## src/rtl/mult_pkg.sv

```systemverilog
// Shared types and helpers for the sequential Booth multiplier.
//   state_t    : controller states
//   iter_count : number of Booth steps for a given width and operand mode
//   cnt_width  : bit width of the iteration counter
package mult_pkg;

  typedef enum logic [1:0] {
    IDLE = 2'd0,
    RUN  = 2'd1,
    DONE = 2'd2
  } state_t;

  // Unsigned operands are zero-extended by one bit, so one extra step is needed
  // to consume that extra (always 0) multiplier bit.
  function automatic int unsigned iter_count(input int unsigned width, input logic signed_mode);
    return signed_mode ? width : width + 1;
  endfunction

  // Counter must reach width+1 without wrapping.
  function automatic int unsigned cnt_width(input int unsigned width);
    return $clog2(width + 2);
  endfunction

endpackage

```

## src/rtl/booth_step.sv

```systemverilog
// One radix-2 Booth step: add/subtract the multiplicand according to the
// (q0, q-1) pair, then arithmetic right shift of {acc, mplier} by one.
// Ports:
//   acc, mcand, mplier : WIDTH+1-bit accumulator, multiplicand, multiplier
//   q_prev             : Booth previous bit (q-1)
//   *_next_c           : combinational next values after the step
module booth_step #(
  parameter int unsigned WIDTH = 32
) (
  input  logic [WIDTH:0] acc,
  input  logic [WIDTH:0] mcand,
  input  logic [WIDTH:0] mplier,
  input  logic           q_prev,
  output logic [WIDTH:0] acc_next_c,
  output logic [WIDTH:0] mplier_next_c,
  output logic           q_prev_next_c
);

  logic [WIDTH:0] sum;

  // Booth recoding of the current bit pair
  always_comb begin
    sum = acc;
    case ({mplier[0], q_prev})
      2'b10:   sum = acc - mcand;
      2'b01:   sum = acc + mcand;
      default: sum = acc;
    endcase
  end

  // Arithmetic shift of the combined {sum, mplier} register
  always_comb begin
    acc_next_c    = {sum[WIDTH], sum[WIDTH:1]};
    mplier_next_c = {sum[0], mplier[WIDTH:1]};
    q_prev_next_c = mplier[0];
  end

endmodule

```

## src/rtl/booth_mult_n.sv

```systemverilog
// Sequential radix-2 Booth multiplier, one step per clock.
// Ports:
//   clock, reset        : clock, synchronous active-high reset
//   start               : begin a multiplication (accepted only when idle)
//   signed_mode         : 1 = two's-complement operands, 0 = unsigned
//   a_in, b_in          : multiplicand, multiplier
//   busy                : operation in progress (through the DONE cycle)
//   done                : one-cycle completion pulse
//   hi_out, lo_out      : upper/lower halves of the 2*WIDTH-bit product
module booth_mult_n
  import mult_pkg::*;
#(
  parameter int unsigned WIDTH = 32
) (
  input  logic             clock,
  input  logic             reset,
  input  logic             start,
  input  logic             signed_mode,
  input  logic [WIDTH-1:0] a_in,
  input  logic [WIDTH-1:0] b_in,
  output logic             busy,
  output logic             done,
  output logic [WIDTH-1:0] hi_out,
  output logic [WIDTH-1:0] lo_out
);

  localparam int unsigned CW = cnt_width(WIDTH);

  state_t         state, state_nx;
  logic [WIDTH:0] mcand, acc, mplier;
  logic           q_prev;
  logic           mode_q;
  logic [CW-1:0]  cnt;
  logic [CW-1:0]  iter_c;
  logic           accept_c, step_c, finish_c;
  logic [WIDTH:0] acc_nx_c, mplier_nx_c;
  logic           q_prev_nx_c;

  assign iter_c = CW'(iter_count(WIDTH, mode_q));

  booth_step #(.WIDTH(WIDTH)) u_step (
    .acc           (acc),
    .mcand         (mcand),
    .mplier        (mplier),
    .q_prev        (q_prev),
    .acc_next_c    (acc_nx_c),
    .mplier_next_c (mplier_nx_c),
    .q_prev_next_c (q_prev_nx_c)
  );

  // Next-state and control strobes
  always_comb begin
    state_nx = state;
    accept_c = 1'b0;
    step_c   = 1'b0;
    finish_c = 1'b0;
    case (state)
      IDLE: begin
        if (start) begin
          state_nx = RUN;
          accept_c = 1'b1;
        end
      end
      RUN: begin
        if (cnt == iter_c) begin
          state_nx = DONE;
          finish_c = 1'b1;
        end else begin
          step_c = 1'b1;
        end
      end
      DONE:    state_nx = IDLE;
      default: state_nx = IDLE;
    endcase
  end

  // State, datapath and output registers
  always_ff @(posedge clock) begin
    if (reset) begin
      state  <= IDLE;
      busy   <= 1'b0;
      done   <= 1'b0;
      hi_out <= '0;
      lo_out <= '0;
      cnt    <= '0;
      acc    <= '0;
      mcand  <= '0;
      mplier <= '0;
      q_prev <= 1'b0;
      mode_q <= 1'b0;
    end else begin
      state <= state_nx;
      busy  <= (state_nx != IDLE);
      done  <= finish_c;
      if (accept_c) begin
        mcand  <= signed_mode ? {a_in[WIDTH-1], a_in} : {1'b0, a_in};
        mplier <= signed_mode ? {b_in[WIDTH-1], b_in} : {1'b0, b_in};
        mode_q <= signed_mode;
        acc    <= '0;
        q_prev <= 1'b0;
        cnt    <= '0;
      end else if (step_c) begin
        acc    <= acc_nx_c;
        mplier <= mplier_nx_c;
        q_prev <= q_prev_nx_c;
        cnt    <= cnt + CW'(1);
      end
      // Product sits in the top bits of {acc, mplier}; signed mode made one
      // step fewer, so its product is one bit higher.
      if (finish_c) begin
        if (mode_q)
          {hi_out, lo_out} <= {acc[WIDTH-1:0], mplier[WIDTH:1]};
        else
          {hi_out, lo_out} <= {acc[WIDTH-2:0], mplier};
      end
    end
  end

endmodule
```

## config.mk

```make
export PLATFORM = sky130hd
export DESIGN_NAME = booth_mult_n
export DESIGN_NICKNAME = d
export VERILOG_FILES = /design/src/rtl/mult_pkg.sv /design/src/rtl/booth_step.sv /design/src/rtl/booth_mult_n.sv
export SDC_FILE = /design/constraint.sdc
export NUM_CORES = 1
export LEC_CHECK = 0
export ABC_AREA = 1
export CAP_MARGIN = 15
export CORE_AREA = 2 2 140 142
export DETAILED_ROUTE_END_ITERATION = 16
export DIE_AREA = 0 0 142 144
export PLACE_DENSITY_LB_ADDON = 0.2
export SLEW_MARGIN = 40
export SYNTH_ARGS = -nofsm -noshare
export SYNTH_HDL_FRONTEND = slang
export SYNTH_SLANG_ARGS = --single-unit
```

## constraint.sdc

```tcl
create_clock -name clock -period 3.35 [get_ports clock]
set_input_delay 0.8375 -clock clock [delete_from_list [all_inputs] [get_ports clock]]
set_output_delay 0.8375 -clock clock [all_outputs]
set_load 0.02 [all_outputs]
```

==> results of run 1 <==
==> tightest hold or removal path, stage by stage, from the launching register on <==
cell     delay (ns)
dfxtp_1        0.31
inv_1          0.04
a21oi_1        0.05
==> sequential cells by signal (all words and copies together), names as in the netlist <==
register and flops:
cnt 6, mplier 33, acc 32, q_prev 1
lo_out 32, mode_q 1, busy 1, mcand 33
state 2, done 1, hi_out 32
==> cells by family (layout without fill, tap and decap cells) <==
| family | after synthesis | in the layout | synth area share (%) |
|---|---|---|---|
| adder cells (fa/ha/maj) | 36 | 36 | 4.333 |
| AO/OA/AOI/OAI | 374 | 374 | 20.22 |
| XOR/XNOR | 48 | 48 | 3.978 |
| flip-flops | 174 | 174 | 32.96 |
| buffers and inverters | 332 | 438 | 12.34 |
| AND/OR/NAND/NOR | 670 | 670 | 26.17 |
==> report_power, final <==
group / total, mW / internal [mW] / switching, mW
registers: 2.25 / 2.15 / 0.0930
logic: 1.65 / 0.562 / 1.09
clock network: 2.05 / 1.07 / 0.983
==> metrics by stage <==
stage / util, % / area, um2
6_report: 66.90 / 12760
5_1_grt: 66.90 / 12760
4_1_cts: 66.17 / 12630
3_5_place_dp: 62.99 / 12020
3_3_place_gp: 62.99 / 12020
2_1_floorplan: - / 10570
==> area by class of cell <==
| type | count | share of cell area [%] |
|---|---|---|
| Clock buffer | 18 | 3.362 |
| Clock inverter | 14 | 1.333 |
| Inverter | 252 | 7.431 |
| Multi-Input combinational cell | 1128 | 46.39 |
| Sequential cell | 174 | 27.30 |
| Tap cell | 238 | 2.333 |
| Timing Repair Buffer | 154 | 11.85 |
==> timing repair <==
action	4_1_cts	5_1_grt
pin swaps	0	8
resized for setup	2	28
setup endpoints to repair	1	12
setup buffers	0	2
==> routing by layer <==
metal	wire length, um	share of wire [%]	vias to the layer above
met2	14290	47	358
met1	13800	45	4871
met4	872	2.8	0
met3	1670	5.5	62
li1	-	-	5455
met5	0	0	-
==> final timing paths <==
kind                      to  slack, ns  depth (start not counted)
setup / recovery     acc[26]       0.19                         19
hold / removal    lo_out[29]       0.44                          2
setup reg to reg     acc[26]       0.19                         19
hold reg to reg   lo_out[29]       0.44                          2
==> cell usage in the layout, fill, tap and decap left out, types with 3 or more instances in the layout <==
master           count
nand2_1            406
inv_1              241
dfxtp_1            173
a21oi_1            158
nor2_1             136
clkdlybuf4s50_1    132
o21ai_0            102
a211oi_1            75
nand3_1             57
xor2_1              35
ha_1                31
nor3_1              27
buf_4               18
clkbuf_16           17
a31oi_1             16
nand2_2             10
xnor2_1             10
inv_2                9
nor2_2               6
nand4_1              5
or2_2                5
a21oi_2              5
inv_8                5
nor2_4               4
o21bai_1             4
nor3_2               3
o21ai_2              3
a221oi_1             3
ha_4                 3
clkinv_4             3
==> flow_metrics.tcl, run 1 <==
set metrics [dict create \
    gr-usage-met2_pct 50.22 \
    power_density_nw_per_um2 466.4 \
    layout-drive-gt1-share_pct 6.609 \
    syn_nets 1738 \
    crit_slowest_cell "ha_1" \
    crit_buf_inv 1 \
    syn_avg_cell_area_um2 6.467 \
    critical_path_arrival_ns 3.52 \
    place_inst 1944 \
    drtIter0Drc 844 \
    antenna_cells 0 \
    use_met3_pct 3.543 \
    slew_headroom_pct 46.72 \
    critPathTopFamily "simple AND/OR/NAND/NOR gates" \
    nFillCells 1774 \
    antenna_found_initial 0 \
    clock_skew_ns 0.01234 \
    post-synth-top-count-cell "nand2_1" \
    netlist_instances 1634 \
    holdCritStartpoint "lo_out[29]" \
    fp.coreArea_um2 19080 \
    r2r-start "mcand[4]" \
    portBuffers 133 \
    ir_drop_mv 0.3922 \
    synthTopCellsByArea "dfxtp_1, nand2_1, inv_1" \
    crit_path_end_kind "flip-flop" \
    path_cells "inv_1 -> nand2_1 -> nor2_4 -> nand4_2 -> nor3_4 -> nand2_2 -> nand2_1 -> xnor2_1 -> ha_1 -> nand2_1 -> nor2_1 -> nand2_1 -> nor3_1 -> nand2_1 -> nand2_1 -> nand2_1 -> nand3_1 -> nand2_1 -> a21oi_1" \
    nNetsFinal 1831 \
    wl_per_cell_um 15.49 \
    required_ns 3.72 \
    path_clk_slew_ns 0.07 \
    cts-buffers-inserted 17 \
    area.growth.synth_to_final_pct 20.78 \
    finalSetupTns_ns 0 \
    die_area_um2 20450 \
    io_pins 134 \
    via_per_inst 5.433 \
    path_class "flip-flop to flip-flop" \
    ys_types 44 \
    antenna_left 0 \
    num_rows 51 \
    clock-root-buffer "clkbuf_16" \
    ys.flop_type "dfxtp_1" \
    cts.sinks 174 \
    dr.pass1.iters 5 \
    routed_wl_mm 30.63 \
    htreeDepth 4 \
    yosysTopAreaCell "dfxtp_1" \
    netlist_area_um2 10570 \
    synth_top_area_share_pct 32.96 \
    holdBufCountCts 0 \
    grt_pass1_wl_mm 48.52 \
    place.gp.congestion 0.9988 \
    grt_usage_pct 29.87 \
    hpwlAfterDp_mm 22.35 \
    grt-busiest-layer "met2" \
    finalSetupViolations 0 \
    finalHoldViolations 0 \
    synth_edf_count 0 \
    status "finished, final reports clean" \
    final_min_period_over_clock_period_pct 94.19 \
    vias 10746 \
    clock_latency_ns 0.44 \
    detailedPlace.worstSlack_ns -0.03791 \
    hold_class "flip-flop to flip-flop" \
    multi_input_area_um2 5921 \
    slew_violations 0 \
    ys_seq_elements 174 \
    cp-startpoint "mcand[4]" \
    fp.dieW_um 142 \
    max_slew.worst_pin.slew_ns 0.7992 \
    initial_utilization_pct 55.39 \
    worstPathMaxFanout 4 \
    maxCapViolations 0 \
    p_leak_nw 5.578 \
    cp_common_cell "nand2_1" \
    regArea_um2 3485 \
    cpPeakStageDelay_ns 0.39 \
    grt_pass1_vias 9645 \
    synth-warning-count 0 \
    die_h_um 144 \
    use_met1_pct 39.80 \
    setup_slack_ns 0.1947 \
    whs_ns 0.4419 \
    synthTopCellsByCount "nand2_1, inv_1, dfxtp_1" \
    yosysSeqAreaShare_pct 32.96 \
    worst_setup_path_start_kind "flip-flop" \
    grt_overflow 0 \
    grt_start_max_net_pins 89 \
    fin_cells 1978 \
    cts_tree "done" \
    clockBufferDepth 2 \
    p_total_mw 5.952 \
    fin_crit_ns 3.155 \
    ys_async_sr_fraction_pct 0 \
    drc 0 \
    fmax_mhz 316.9 \
]
(Power assumes the default switching activity.)
==> inputs of run 2 (changes only) <==
==> constraint.sdc (replaced) <==
create_clock -name clock -period 3 [get_ports clock]
set_input_delay 0.75 -clock clock [delete_from_list [all_inputs] [get_ports clock]]
set_output_delay 0.75 -clock clock [all_outputs]
set_load 0.02 [all_outputs]
==> flow_metrics.tcl, run 2 (synthesized netlist as in run 1, its figures left out) <==
set metrics [dict create \
    crit_cells 23 \
    rsz0062_at_grt "yes" \
    worstPathMaxFanout 4 \
    grt-busiest-layer "met2" \
    p_total_mw 7.286 \
    holdBufCountCts 0 \
    fin_crit_ns 3.045 \
    place.gp.congestion 1.015 \
    max_slew.worst_pin.slew_ns 0.7723 \
    worstHoldEndpoint "lo_out[29]" \
    holdCritStartpoint "lo_out[29]" \
    cts.sinks 174 \
    multi_input_area_um2 6614 \
    grt_pass1_vias 10291 \
    r2r-start "mcand[0]" \
    antenna_found_initial 1 \
    cp_common_cell "nand2_1" \
    finalSetupTns_ns -0.1301 \
    status "finished with violations" \
    num_rows 51 \
    crit_slowest_cell "dfxtp_2" \
    final_min_period_over_clock_period_pct 101.5 \
    slew_violations 0 \
    hold_class "flip-flop to flip-flop" \
    io_pins 134 \
    wl_per_cell_um 15.98 \
    slew_headroom_pct 48.51 \
    path_class "flip-flop to flip-flop" \
    violations "setup timing" \
    grt_usage_pct 31.46 \
    p_leak_nw 6.218 \
    die_area_um2 20450 \
    area.growth.synth_to_final_pct 35.63 \
    p_switching_mw 2.698 \
    rrSetupSlack_ns -0.04 \
    fp.coreArea_um2 19080 \
    layout-drive-gt1-share_pct 19.03 \
    final_cell_mix "nand2_1, inv_1, dfxtp_1, a21oi_1, clkdlybuf4s50_1" \
    nFillCells 1513 \
    required_ns 3.33 \
    drc 0 \
    hpwlAfterDp_mm 24.25 \
    fmax_mhz 328.4 \
    critical_path_arrival_ns 3.38 \
    grt_overflow 0 \
    p_clk_share_pct 30.4 \
    grt_start_max_net_pins 73 \
    antenna_left 0 \
    portBuffers 133 \
    nNetsFinal 1947 \
    min_path_cells 2 \
    use_met1_pct 39.81 \
    regArea_um2 3488 \
    path_cells "inv_2 -> buf_6 -> nand3_4 -> nor2_4 -> nand4_4 -> nor3_2 -> buf_4 -> nand2_4 -> nand2_4 -> xor2_1 -> ha_1 -> nand2_2 -> inv_1 -> a21oi_4 -> nand2_1 -> nand2_1 -> nand2_2 -> inv_1 -> nand2_1 -> nand2_1 -> nand2_1 -> a21oi_1 -> nor2_1" \
    vias 11445 \
    clock_skew_ns 0.01359 \
    htreeDepth 4 \
    sequentialPowerShare_pct 34.4 \
    finalHoldViolations 0 \
    finalSetupViolations 6 \
    use_met3_pct 5.099 \
    crit_buf_inv 5 \
    via_per_inst 5.468 \
    antenna_cells 0 \
    power_density_nw_per_um2 508.4 \
    die_h_um 144 \
    ir_drop_mv 0.4392 \
    p_sw_share_pct 37.03 \
    setup_slack_ns -0.04485 \
    clockBufferDepth 2 \
    fp.dieW_um 142 \
    maxCapViolations 0 \
    drtIter0Drc 740 \
    cpPeakStageDelay_ns 0.33 \
    r2r_end "acc[31]" \
    whs_ns 0.4429 \
    crit_path_end_kind "flip-flop" \
    final_common_cell "nand2_1" \
    power.share.combinational_pct 35.2 \
    top_regs "mcand (33), mplier (33)" \
    cts-buffers-inserted 17 \
    gr-usage-met2_pct 53.70 \
    worst_setup_path_start_kind "flip-flop" \
    initial_utilization_pct 55.39 \
    critPathTopFamily "simple AND/OR/NAND/NOR gates" \
    grt_pass1_wl_mm 50.68 \
    clock-root-buffer "clkbuf_16" \
    cts_tree "done" \
    dr.pass1.iters 5 \
    clock_latency_ns 0.45 \
    ff2ff_path_depth 23 \
    path_clk_slew_ns 0.07 \
    routed_wl_mm 33.46 \
    intPower_mw 4.588 \
]
-- run 2: changes by cell type in the layout (fill, tap and decap cells not counted), moves of 13 or more --
| cell | delta |
|---|---|
| ha_4 | +13 |
| nand2_1 | -45 |
| ha_1 | -14 |
| nand2_2 | +35 |
| buf_4 | +111 |
| nor2_1 | -15 |
| a21oi_2 | +14 |
| a21oi_1 | -17 |
-- run 2: power groups by stage --
stage               Combinational [mW]  Sequential, mW  Clock (mW)
global placement                  2.07            2.54           0
global route                      2.80            2.52        2.31
CTS                               2.15            2.50        2.23
finish                            2.57            2.51        2.21
detailed placement                2.09            2.55           0
floorplan                         1.27            2.52           0
-- run 2: worst max path at each step --
stage | start | slack, ns | to
2_1_floorplan | mcand[0] | 0.20 | acc[31]
6_report | mcand[0] | -0.04 | acc[31]
3_3_place_gp | mcand[1] | -0.17 | acc[27]
3_5_place_dp | mcand[1] | -0.21 | acc[27]
4_1_cts | mcand[0] | -0.02 | acc[27]
5_1_grt | mcand[0] | -0.25 | acc[26]
-- run 2: per-stage QoR --
step | cell area, um2 | utilization [%] | cells | setup slack (ns)
finish | 14330 | 75.12 | 2093 | -0.04485
global route | 14330 | 75.12 | 2093 | -0.2487
CTS | 13450 | 70.50 | 2075 | -0.02125
detailed placement | 12770 | 66.95 | 2043 | -0.2146
global placement | 12770 | 66.95 | 2043 | -0.1695
floorplan | 10570 | - | 1634 | 0.1966
-- run 2: area by class of cell --
cell class              instances  share of cell area (%)
inverters                     252                   6.635
flip-flops and latches        174                   24.34
multi-input cells            1128                   46.15
repair buffers                270                   16.78
well taps                     238                   2.078
clock inverters                14                   1.056
clock buffers                  17                   2.968
-- run 2: repair_timing --
item	in CTS	in global routing
endpoints found under the hold margin	0	0
cloned	0	1
pin swaps	9	59
endpoints found under the setup margin	17	28
setup buffers	1	17
gates resized for setup	26	164
-- run 2: worst reg2reg max path, cell delays in order (launching register included) --
cell     delay (ns)
dfxtp_2        0.33
inv_2          0.09
buf_6          0.11
nand3_4        0.07
nor2_4         0.17
nand4_4        0.12
nor3_2         0.17
buf_4          0.18
nand2_4        0.07
nand2_4        0.08
xor2_1         0.17
ha_1           0.32
nand2_2        0.16
inv_1          0.09
a21oi_4        0.19
nand2_1        0.08
nand2_1        0.07
nand2_2        0.06
inv_1          0.05
nand2_1        0.04
nand2_1        0.05
nand2_1        0.06
a21oi_1        0.14
nor2_1         0.06
-- run 2: layer usage --
metal	up-vias	wire length (um)
li1	5675	-
met1	5240	14030
met2	432	16160
met3	96	2072
met4	2	1184
met5	-	11
